$ cat config.mk
export PLATFORM = sky130hd
export DESIGN_NAME = mul_div_unit
export DESIGN_NICKNAME = d
export VERILOG_FILES = /design/src/rtl/mul_div_unit.sv
export SDC_FILE = /design/constraint.sdc
export NUM_CORES = 1
export LEC_CHECK = 0
export CORE_ASPECT_RATIO = 1.25
export CORE_MARGIN = 4
export CORE_UTILIZATION = 50
export DETAILED_ROUTE_END_ITERATION = 12
export PLACE_DENSITY = 0.76
export SLEW_MARGIN = 20
export SYNTH_ARGS = -nofsm -noshare
export SYNTH_HDL_FRONTEND = slang
export SYNTH_SLANG_ARGS = --single-unit
$ cat constraint.sdc
create_clock -name cpu_clk -period 10.9 [get_ports cpu_clk]
set_input_delay 2.18 -clock cpu_clk [delete_from_list [all_inputs] [get_ports cpu_clk]]
set_output_delay 2.18 -clock cpu_clk [all_outputs]
set_load 0.02 [all_outputs]
$ cat src/rtl/mul_div_unit.sv
// mul_div_unit: iterative RV32M multiply/divide unit.
// Radix-2 shift-add multiply and restoring divide, both on operand magnitudes,
// one bit per cycle, with the sign applied to the final 2*XLEN / XLEN result.
// Optional divider: define MDU_DIV_EN to build it. Without it, divide ops
// complete immediately with result 0.
module mul_div_unit #(
    parameter int XLEN = 32
) (
    input  logic            cpu_clk,
    input  logic            cpu_rst,
    input  logic            start,
    input  logic [2:0]      op,
    input  logic [XLEN-1:0] src_a,
    input  logic [XLEN-1:0] src_b,
    input  logic            flush,
    output logic            busy,
    output logic            done,
    output logic [XLEN-1:0] result
);
    localparam int CW = $clog2(XLEN);

    typedef enum logic [1:0] {IDLE, CALC, DONE} state_t;

    state_t          state;
    logic [CW-1:0]   cnt;
    logic [1:0]      op_q;     // low funct3 bits: result selection
    logic            neg_q;    // product / quotient must be negated
    logic [XLEN-1:0] hi_q;     // partial product high half / partial remainder
    logic [XLEN-1:0] lo_q;     // multiplier bits / dividend-then-quotient bits
    logic [XLEN-1:0] b_q;      // multiplicand / divisor magnitude

    // operand sign handling at accept time
    logic            a_sgn, b_sgn, a_neg, b_neg;
    logic [XLEN-1:0] a_mag, b_mag;

    // next iteration values and final result
    logic [XLEN:0]     mul_sum;
    logic [XLEN-1:0]   nxt_hi, nxt_lo, fin;
    logic [2*XLEN-1:0] prod, prod_s;

`ifdef MDU_DIV_EN
    logic            div_q;    // operation in flight is a divide
    logic            rneg_q;   // remainder must be negated (dividend sign)
    logic            ovf;      // most-negative / -1 special case
    logic [XLEN:0]   rem_sh;
    logic [XLEN+1:0] diff;
    logic            ge;
    logic [XLEN-1:0] div_hi, div_lo, fin_div;
`endif

    // decode operand signedness and take magnitudes
    always_comb begin
        a_sgn = (op == 3'b001) || (op == 3'b010) || (op == 3'b100) || (op == 3'b110);
        b_sgn = (op == 3'b001) || (op == 3'b100) || (op == 3'b110);
        a_neg = a_sgn && src_a[XLEN-1];
        b_neg = b_sgn && src_b[XLEN-1];
        a_mag = a_neg ? -src_a : src_a;
        b_mag = b_neg ? -src_b : src_b;
    end

    // one datapath step plus sign correction of the completed value
    always_comb begin
        // multiply: add multiplicand when the current multiplier bit is set, shift right
        mul_sum = {1'b0, hi_q} + (lo_q[0] ? {1'b0, b_q} : '0);
        nxt_hi  = mul_sum[XLEN:1];
        nxt_lo  = {mul_sum[0], lo_q[XLEN-1:1]};
`ifdef MDU_DIV_EN
        ovf     = (op[2] && !op[0]) && (src_a == {1'b1, {(XLEN-1){1'b0}}}) && (&src_b);
        // restoring divide: shift in next dividend bit, subtract if it fits
        rem_sh  = {hi_q, lo_q[XLEN-1]};
        diff    = {1'b0, rem_sh} - {2'b00, b_q};
        ge      = !diff[XLEN+1];
        div_hi  = ge ? diff[XLEN-1:0] : rem_sh[XLEN-1:0];
        div_lo  = {lo_q[XLEN-2:0], ge};
        if (div_q) begin
            nxt_hi = div_hi;
            nxt_lo = div_lo;
        end
`endif
        prod   = {nxt_hi, nxt_lo};
        prod_s = neg_q ? -prod : prod;
        fin    = (op_q == 2'b00) ? prod_s[XLEN-1:0] : prod_s[2*XLEN-1:XLEN];
`ifdef MDU_DIV_EN
        fin_div = op_q[1] ? (rneg_q ? -nxt_hi : nxt_hi)
                          : (neg_q  ? -nxt_lo : nxt_lo);
        if (div_q) fin = fin_div;
`endif
    end

    // control FSM with registered busy/done/result; flush beats everything
    always_ff @(posedge cpu_clk or negedge cpu_rst) begin
        if (!cpu_rst) begin
            state  <= IDLE;
            cnt    <= '0;
            op_q   <= '0;
            neg_q  <= 1'b0;
            hi_q   <= '0;
            lo_q   <= '0;
            b_q    <= '0;
            busy   <= 1'b0;
            done   <= 1'b0;
            result <= '0;
`ifdef MDU_DIV_EN
            div_q  <= 1'b0;
            rneg_q <= 1'b0;
`endif
        end else begin
            done <= 1'b0;
            if (flush) begin
                state <= IDLE;
                busy  <= 1'b0;
                cnt   <= '0;
            end else begin
                case (state)
                    IDLE: begin
                        if (start) begin
                            op_q  <= op[1:0];
                            neg_q <= a_neg ^ b_neg;
                            hi_q  <= '0;
                            lo_q  <= a_mag;
                            b_q   <= b_mag;
                            cnt   <= '0;
                            busy  <= 1'b1;
`ifdef MDU_DIV_EN
                            div_q  <= op[2];
                            rneg_q <= a_neg;
                            if (op[2] && (src_b == '0)) begin
                                result <= op[1] ? src_a : '1;
                                state  <= DONE;
                                done   <= 1'b1;
                            end else if (ovf) begin
                                result <= op[1] ? '0 : src_a;
                                state  <= DONE;
                                done   <= 1'b1;
                            end else begin
                                state <= CALC;
                            end
`else
                            if (op[2]) begin
                                result <= '0;
                                state  <= DONE;
                                done   <= 1'b1;
                            end else begin
                                state <= CALC;
                            end
`endif
                        end
                    end
                    CALC: begin
                        hi_q <= nxt_hi;
                        lo_q <= nxt_lo;
                        cnt  <= cnt + CW'(1);
                        if (cnt == CW'(XLEN-1)) begin
                            result <= fin;
                            state  <= DONE;
                            done   <= 1'b1;
                        end
                    end
                    DONE: begin
                        state <= IDLE;
                        busy  <= 1'b0;
                    end
                    default: begin
                        state <= IDLE;
                        busy  <= 1'b0;
                    end
                endcase
            end
        end
    end

endmodule

Yosys cells after proc, flatten, opt, wreduce, memory -nomap -nowiden
Index checks and enable logic that the tools add are counted.
{ "word_totals": {"register_bits": 140, "latchBits": 0, "ram_bits": 0, "mem_bits_ro": 0, "in_bits": 71, "output_inout_bits": 34, "elab_cells": 75, "memories": 0} }
{ "op_classes": {"n_addsub": 5, "multipliers": 0, "div": 0, "n_lt_le_gt_ge": 0, "eq_ne": 12, "shift": 0, "muxes": 29, "bitwise_logic": 2, "n_reduce_logical": 17} }
{ "op_table": {"columns": ["operator", "count"], "rows": [
  ["32-bit 2-to-1 mux", 9],
  ["32-bit one-hot mux with 2 select lines", 3],
  ["64-bit 2-to-1 mux", 1],
  ["32-bit negator", 2],
  ["64-bit negator", 1],
  ["32-bit by 32-bit adder with 33-bit output", 1],
  ["5-bit 2-to-1 mux", 2],
  ["5-bit one-hot mux with 2 select lines", 1],
  ["2-bit 2-to-1 mux", 4],
  ["2-bit != test, second input constant", 4],
  ["3-bit == test, second input constant", 2],
  ["1-bit 2-to-1 mux", 6],
  ["3-bit != test, second input constant", 2],
  ["2-bit AND reduction", 3],
  ["3-bit AND reduction", 2],
  ["5-bit by 1-bit adder with 5-bit output, second input constant", 1],
  ["5-bit == test, second input constant", 1],
  ["1-bit logical OR", 5],
  ["5-bit AND reduction", 1],
  ["2-bit logical NOT", 2],
  ["1-bit one-hot mux with 2 select lines", 2],
  ["2-bit one-hot mux with 2 select lines", 1],
  ["3-bit by 1-bit == test with 1-bit output, second input constant", 1],
  ["3-bit by 2-bit == test with 1-bit output, second input constant", 1],
  ["6 further kinds", 7]
]} }

Depth between registers and ports, before layout
{ "logic_depth": {"word_depth": 8, "ltp_mapped": 15, "ltp_nobuf": 13} }

Least setup slack after synthesis
Ideal clock, no wire load.
{ "synth_timing": {"kind": "input -> register", "start": "in src_a[0]", "end": "reg lo_q[29]", "setup_time_ns": 0.133, "arrival_time_ns": 4.468, "required_time_ns": 10.767, "slack_ns": 6.299, "path_stages": 10, "n_path_buf": 0, "cell_sequence": "or4_1 -> nand2b_1 -> or3_1 -> nand3b_1 -> or2_2 -> o41ai_1 -> xor2_1 -> nor2_1 -> a21oi_1 -> o21ai_0"} }
{ "synth_between": {"elab_chain_cells": 4} }
{ "synth_lines": {"columns": ["item", "line", "rtl"], "rows": [
  ["start, declared", "13", "input logic [XLEN-1:0] src_a,"],
  ["32-bit negator", "57", "a_mag = a_neg ? -src_a : src_a;"],
  ["32-bit 2-to-1 mux", "57", null],
  ["32-bit 2-to-1 mux", "116", "if (start) begin"],
  ["32-bit one-hot mux with 2 select lines", "114", "case (state)"],
  ["end signal, assigned", "120", "lo_q <= a_mag;"],
  ["end signal, assigned", "151", "lo_q <= nxt_lo;"],
  ["end, declared", "29", "logic [XLEN-1:0] lo_q;"]
]} }
Every way passes these cells. The select of a mux whose other input is x is not followed.
A chain may end at the register's enable or synchronous reset.

Final worst setup path
{ "layout_timing": {"start": "reg lo_q[0]", "end": "reg result[27]"} }
{ "layout_between": {"elab_chain_cells": 7} }
{ "layout_lines": {"columns": ["item", "line", "rtl"], "rows": [
  ["32-bit 2-to-1 mux *", "64", "mul_sum = {1'b0, hi_q} + (lo_q[0] ? {1'b0, b_q} : '0);"],
  ["32-bit by 32-bit adder with 33-bit output *", "64", null],
  ["64-bit negator", "81", "prod_s = neg_q ? -prod : prod;"],
  ["64-bit 2-to-1 mux *", "81", null],
  ["32-bit 2-to-1 mux *", "82", "fin = (op_q == 2'b00) ? prod_s[XLEN-1:0] : prod_s[2*XLEN-1:XLEN];"],
  ["32-bit 2-to-1 mux *", "153", "if (cnt == CW'(XLEN-1)) begin"],
  ["32-bit one-hot mux with 2 select lines *", "114", null],
  ["end signal, assigned", "154", "result <= fin;"],
  ["end, declared", "18", "output logic [XLEN-1:0] result"]
]} }
Mark *: on every way between the ends. The rest lies on a longest branch, timed or not. The select of a mux whose other input is x is not followed.

==> summary.md <==
| Metric | Value |
|---|---|
| Status | finished, final reports clean |
| RSZ-0062 raised after global routing | false |
| Synth warnings | 0 |
| Clk pwr share | 27.3% |
| Crit. End Element | register |
| Port Buffers | 104 |
| Yosys reg bits | 140 |
| Die height | 171.3 um |
| First-pass GRT wire length | 49.76 mm |
| Sw power | 856.1 uW |
| Drc violations | 0 |
| Finish-stage setup viols | 0 |
| Post-Syn Area per Cell | 7.973 sq um |
| Most frequent cells after synthesis | nand2_1, a21oi_1, nor2_1 |
| Pwr Density | 168.9 nW/um^2 |
| Syn Nets | 1,447 |
| Post-DP Area | 11,860 sq um |
| Max_slew headroom | 27.76% |
| Area share of the largest cell type after synthesis | 32.84% |
| 1st-iter DRT viols | 878 |
| Post-synthesis sequential area ratio | 32.84% |
| Slowest-stage cell, CP | a2111oi_0 |
| Hold WS | 0.4835 ns |
| Setup_tns | 0 ns |
| Final Skew | 0.01025 ns |
| Final Hold Fails | 0 |
| N_diodes | 0 |
| Fin nets | 1,503 |
| Clock transition at path regs | 0.06 ns |
| GRT Total Usage | 25.50% |
| Number of global-route vias before repair | 9,573 |
| FP Rows | 59 |
| Slowest cell delay on critical path | 0.90 ns |
| Max Cap Viol | 0 |
| Max clock buf depth | 2 |
| Pint | 1.244 mW |
| Critical path type | register to register |
| Fin util | 59.50% |
| Least-Margin Pin Slew | 1.084 ns |
| Final GP Congestion | 0.9694 |
| Maximum clock frequency | 178.7 MHz |
| CTS root buffer | clkbuf_16 |
| DR pass1 iterations | 5 |
| Min Tclk post-route | 5.597 ns |
| Design area | 12,430 sq um |
| Fill cells | 1,900 |
| Inst Count DP | 1,649 |
| Largest area contributor in the netlist | dfrtp_1 |
| Detailed placement HPWL | 23.07 mm |
| Max FO, Critical Path | 33 |
| Core ar. | 20,890 sq um |
| Clock Latency Late Sink | 0.43 ns |
| Startpoint Class | register |
| Die area | 23,750 sq um |
| Netlist cell types | 71 |
| Count leader, synth | nand2_1 |
| Seq pwr share | 32.8% |
| Tot Pwr | 2.100 mW |
| Synth top area cells | dfrtp_1, a21oi_1, o21ai_0 |
| Final slew viol count | 0 |
| Req. time, crit path | 11.17 ns |
| WL per Instance | 18.17 um |
| Gates resized, CTS repair | 0 |
| Htree depth | 4 |
| Place WS | 5.420 ns |
| Mapped Cells | 1,338 |
| I/O pin cnt | 105 |
| Comb power frac | 39.9% |
| Leak | 5.145 nW |
| Sw frac | 40.77% |
| Post-Layout Cell Count | 1,681 |
| CP Data Arrival Time | 5.87 ns |
| DRT antenna net count | 0 |
| VDD IR-drop max | 0.0001187 V |
| Synth async-reset ratio | 100.0% |
| Number of synthesized flops with an enable pin | 0 |
| WL final | 30.55 mm |
| Initial Util | 51.06% |
| Grt ovf | 0 |
| TritonCTS clock tree | built |
| Setup bufs post-CTS | 0 |
| Mapped Area | 10,670 sq um |
| Post-CTS Hold Fix Bufs | 0 |
| TritonCTS Sinks | 140 |
| Vias per cell | 6.026 |
| Ordered list of cells on the worst path | and2_1 -> ha_1 -> fa_1 -> a211oi_1 -> o211ai_1 -> a21oi_1 -> xnor2_1 -> a2111oi_0 -> nand4b_1 -> or4b_1 -> o41ai_2 -> mux2i_1 -> o211ai_1 |
| Width of the die | 138.6 um |
| Post-route setup slack | 5.303 ns |
| Clock buffer count from CTS | 17 |
| Cell mode on critical path | o211ai_1 |
| Area Growth Syn to Fin | 16.53% |
| Via count | 10,130 |
| Min-delay worst type | register to register |
| Final clock period utilization by the worst path | 51.35% |
| Initial antenna violation count | 0 |
| Largest net degree at the start of global routing | 98 |
| Top_reg_cell synth | dfrtp_1 |
| Layout cells sized above 1 | 5.330% |
worst paths after layout:
kind | startpoint | end | slack (ns) | cells past startpoint
min in group asynchronous | cpu_rst | hi_q[27]$_DFFE_PN0P_ | 1.81 | 1
max in group asynchronous | cpu_rst | neg_q$_DFFE_PN0P_ | 7.78 | 2
worst min-delay path | result[14]$_DFFE_PN0P_ | result[14]$_DFFE_PN0P_ | 0.48 | 2
worst max-delay path | lo_q[0]$_DFFE_PN0P_ | result[27]$_DFFE_PN0P_ | 5.30 | 13
worst min register to register | result[14]$_DFFE_PN0P_ | result[14]$_DFFE_PN0P_ | 0.48 | 2
worst max register to register | lo_q[0]$_DFFE_PN0P_ | result[27]$_DFFE_PN0P_ | 5.30 | 13
cells in the final DEF (no fill, tap or decap), types with 22 or more instances in the layout:
cell	instances
nand2_1	144
a21oi_1	142
nor2_1	141
dfrtp_1	139
o21ai_0	138
clkdlybuf4s50_1	103
xor2_1	73
xnor2_1	60
and2_1	43
ha_1	37
o31ai_1	27
a22o_1	27
or3_1	22
cells by family (layout without fill, tap and decap cells):
family / count (synthesis) / count (layout) / share of synthesized area, %
multiplexers: 14 / 14 / 1.501
adder cells (fa/ha/maj): 38 / 38 / 4.527
AO/OA/AOI/OAI: 432 / 432 / 24.77
AND/OR/NAND/NOR: 486 / 486 / 22.09
XOR/XNOR: 133 / 133 / 10.92
buffers and inverters: 95 / 164 / 3.354
flip-flops: 140 / 140 / 32.84
registers in the layout (all words and copies together) (netlist names):
signal / count
b_q: 32
busy: 1
cnt: 5
done: 1
hi_q: 32
lo_q: 32
neg_q: 1
op_q: 2
result: 32
state: 2
power groups by stage:
stage               sequential [mW]  clock, mW  combinational (mW)
finish                        0.688      0.574               0.838
global route                  0.699      0.602               0.924
CTS                           0.686      0.579               0.829
detailed placement            0.695          0               0.821
global placement              0.693          0               0.812
floorplan                     0.652          0               0.611
layout make-up:
| type | instances | area [sq um] | share of cell area, % |
|---|---|---|---|
| multi-input combinational | 1103 | 6829 | 54.94 |
| sequential | 140 | 3505 | 28.19 |
| timing repair buffer | 113 | 1110 | 8.928 |
| clock buffer | 18 | 439.2 | 3.533 |
| tap | 274 | 342.8 | 2.758 |
| clock inverter | 14 | 133.9 | 1.077 |
| inverter | 19 | 71.32 | 0.5737 |
critical path, delay by kind of cell, from the launching register on:
kind,cells,cell delay (ns)
AO/OA/AOI/OAI,6,2.33
AND/OR/NAND/NOR,3,1.33
flip-flops,1,0.66
adder cells (fa/ha/maj),2,0.67
multiplexers,1,0.23
XOR/XNOR,1,0.20
metal layers:
| metal | vias to the layer above | routed length (um) | track usage, % |
|---|---|---|---|
| li1 | 4946 | - | - |
| met1 | 4786 | 12660 | 31.52 |
| met2 | 313 | 15370 | 45.07 |
| met3 | 84 | 1287 | 3.699 |
| met4 | 0 | 1226 | 10.51 |
| met5 | - | 0 | 0 |
Power figures use the tool's default switching activity.
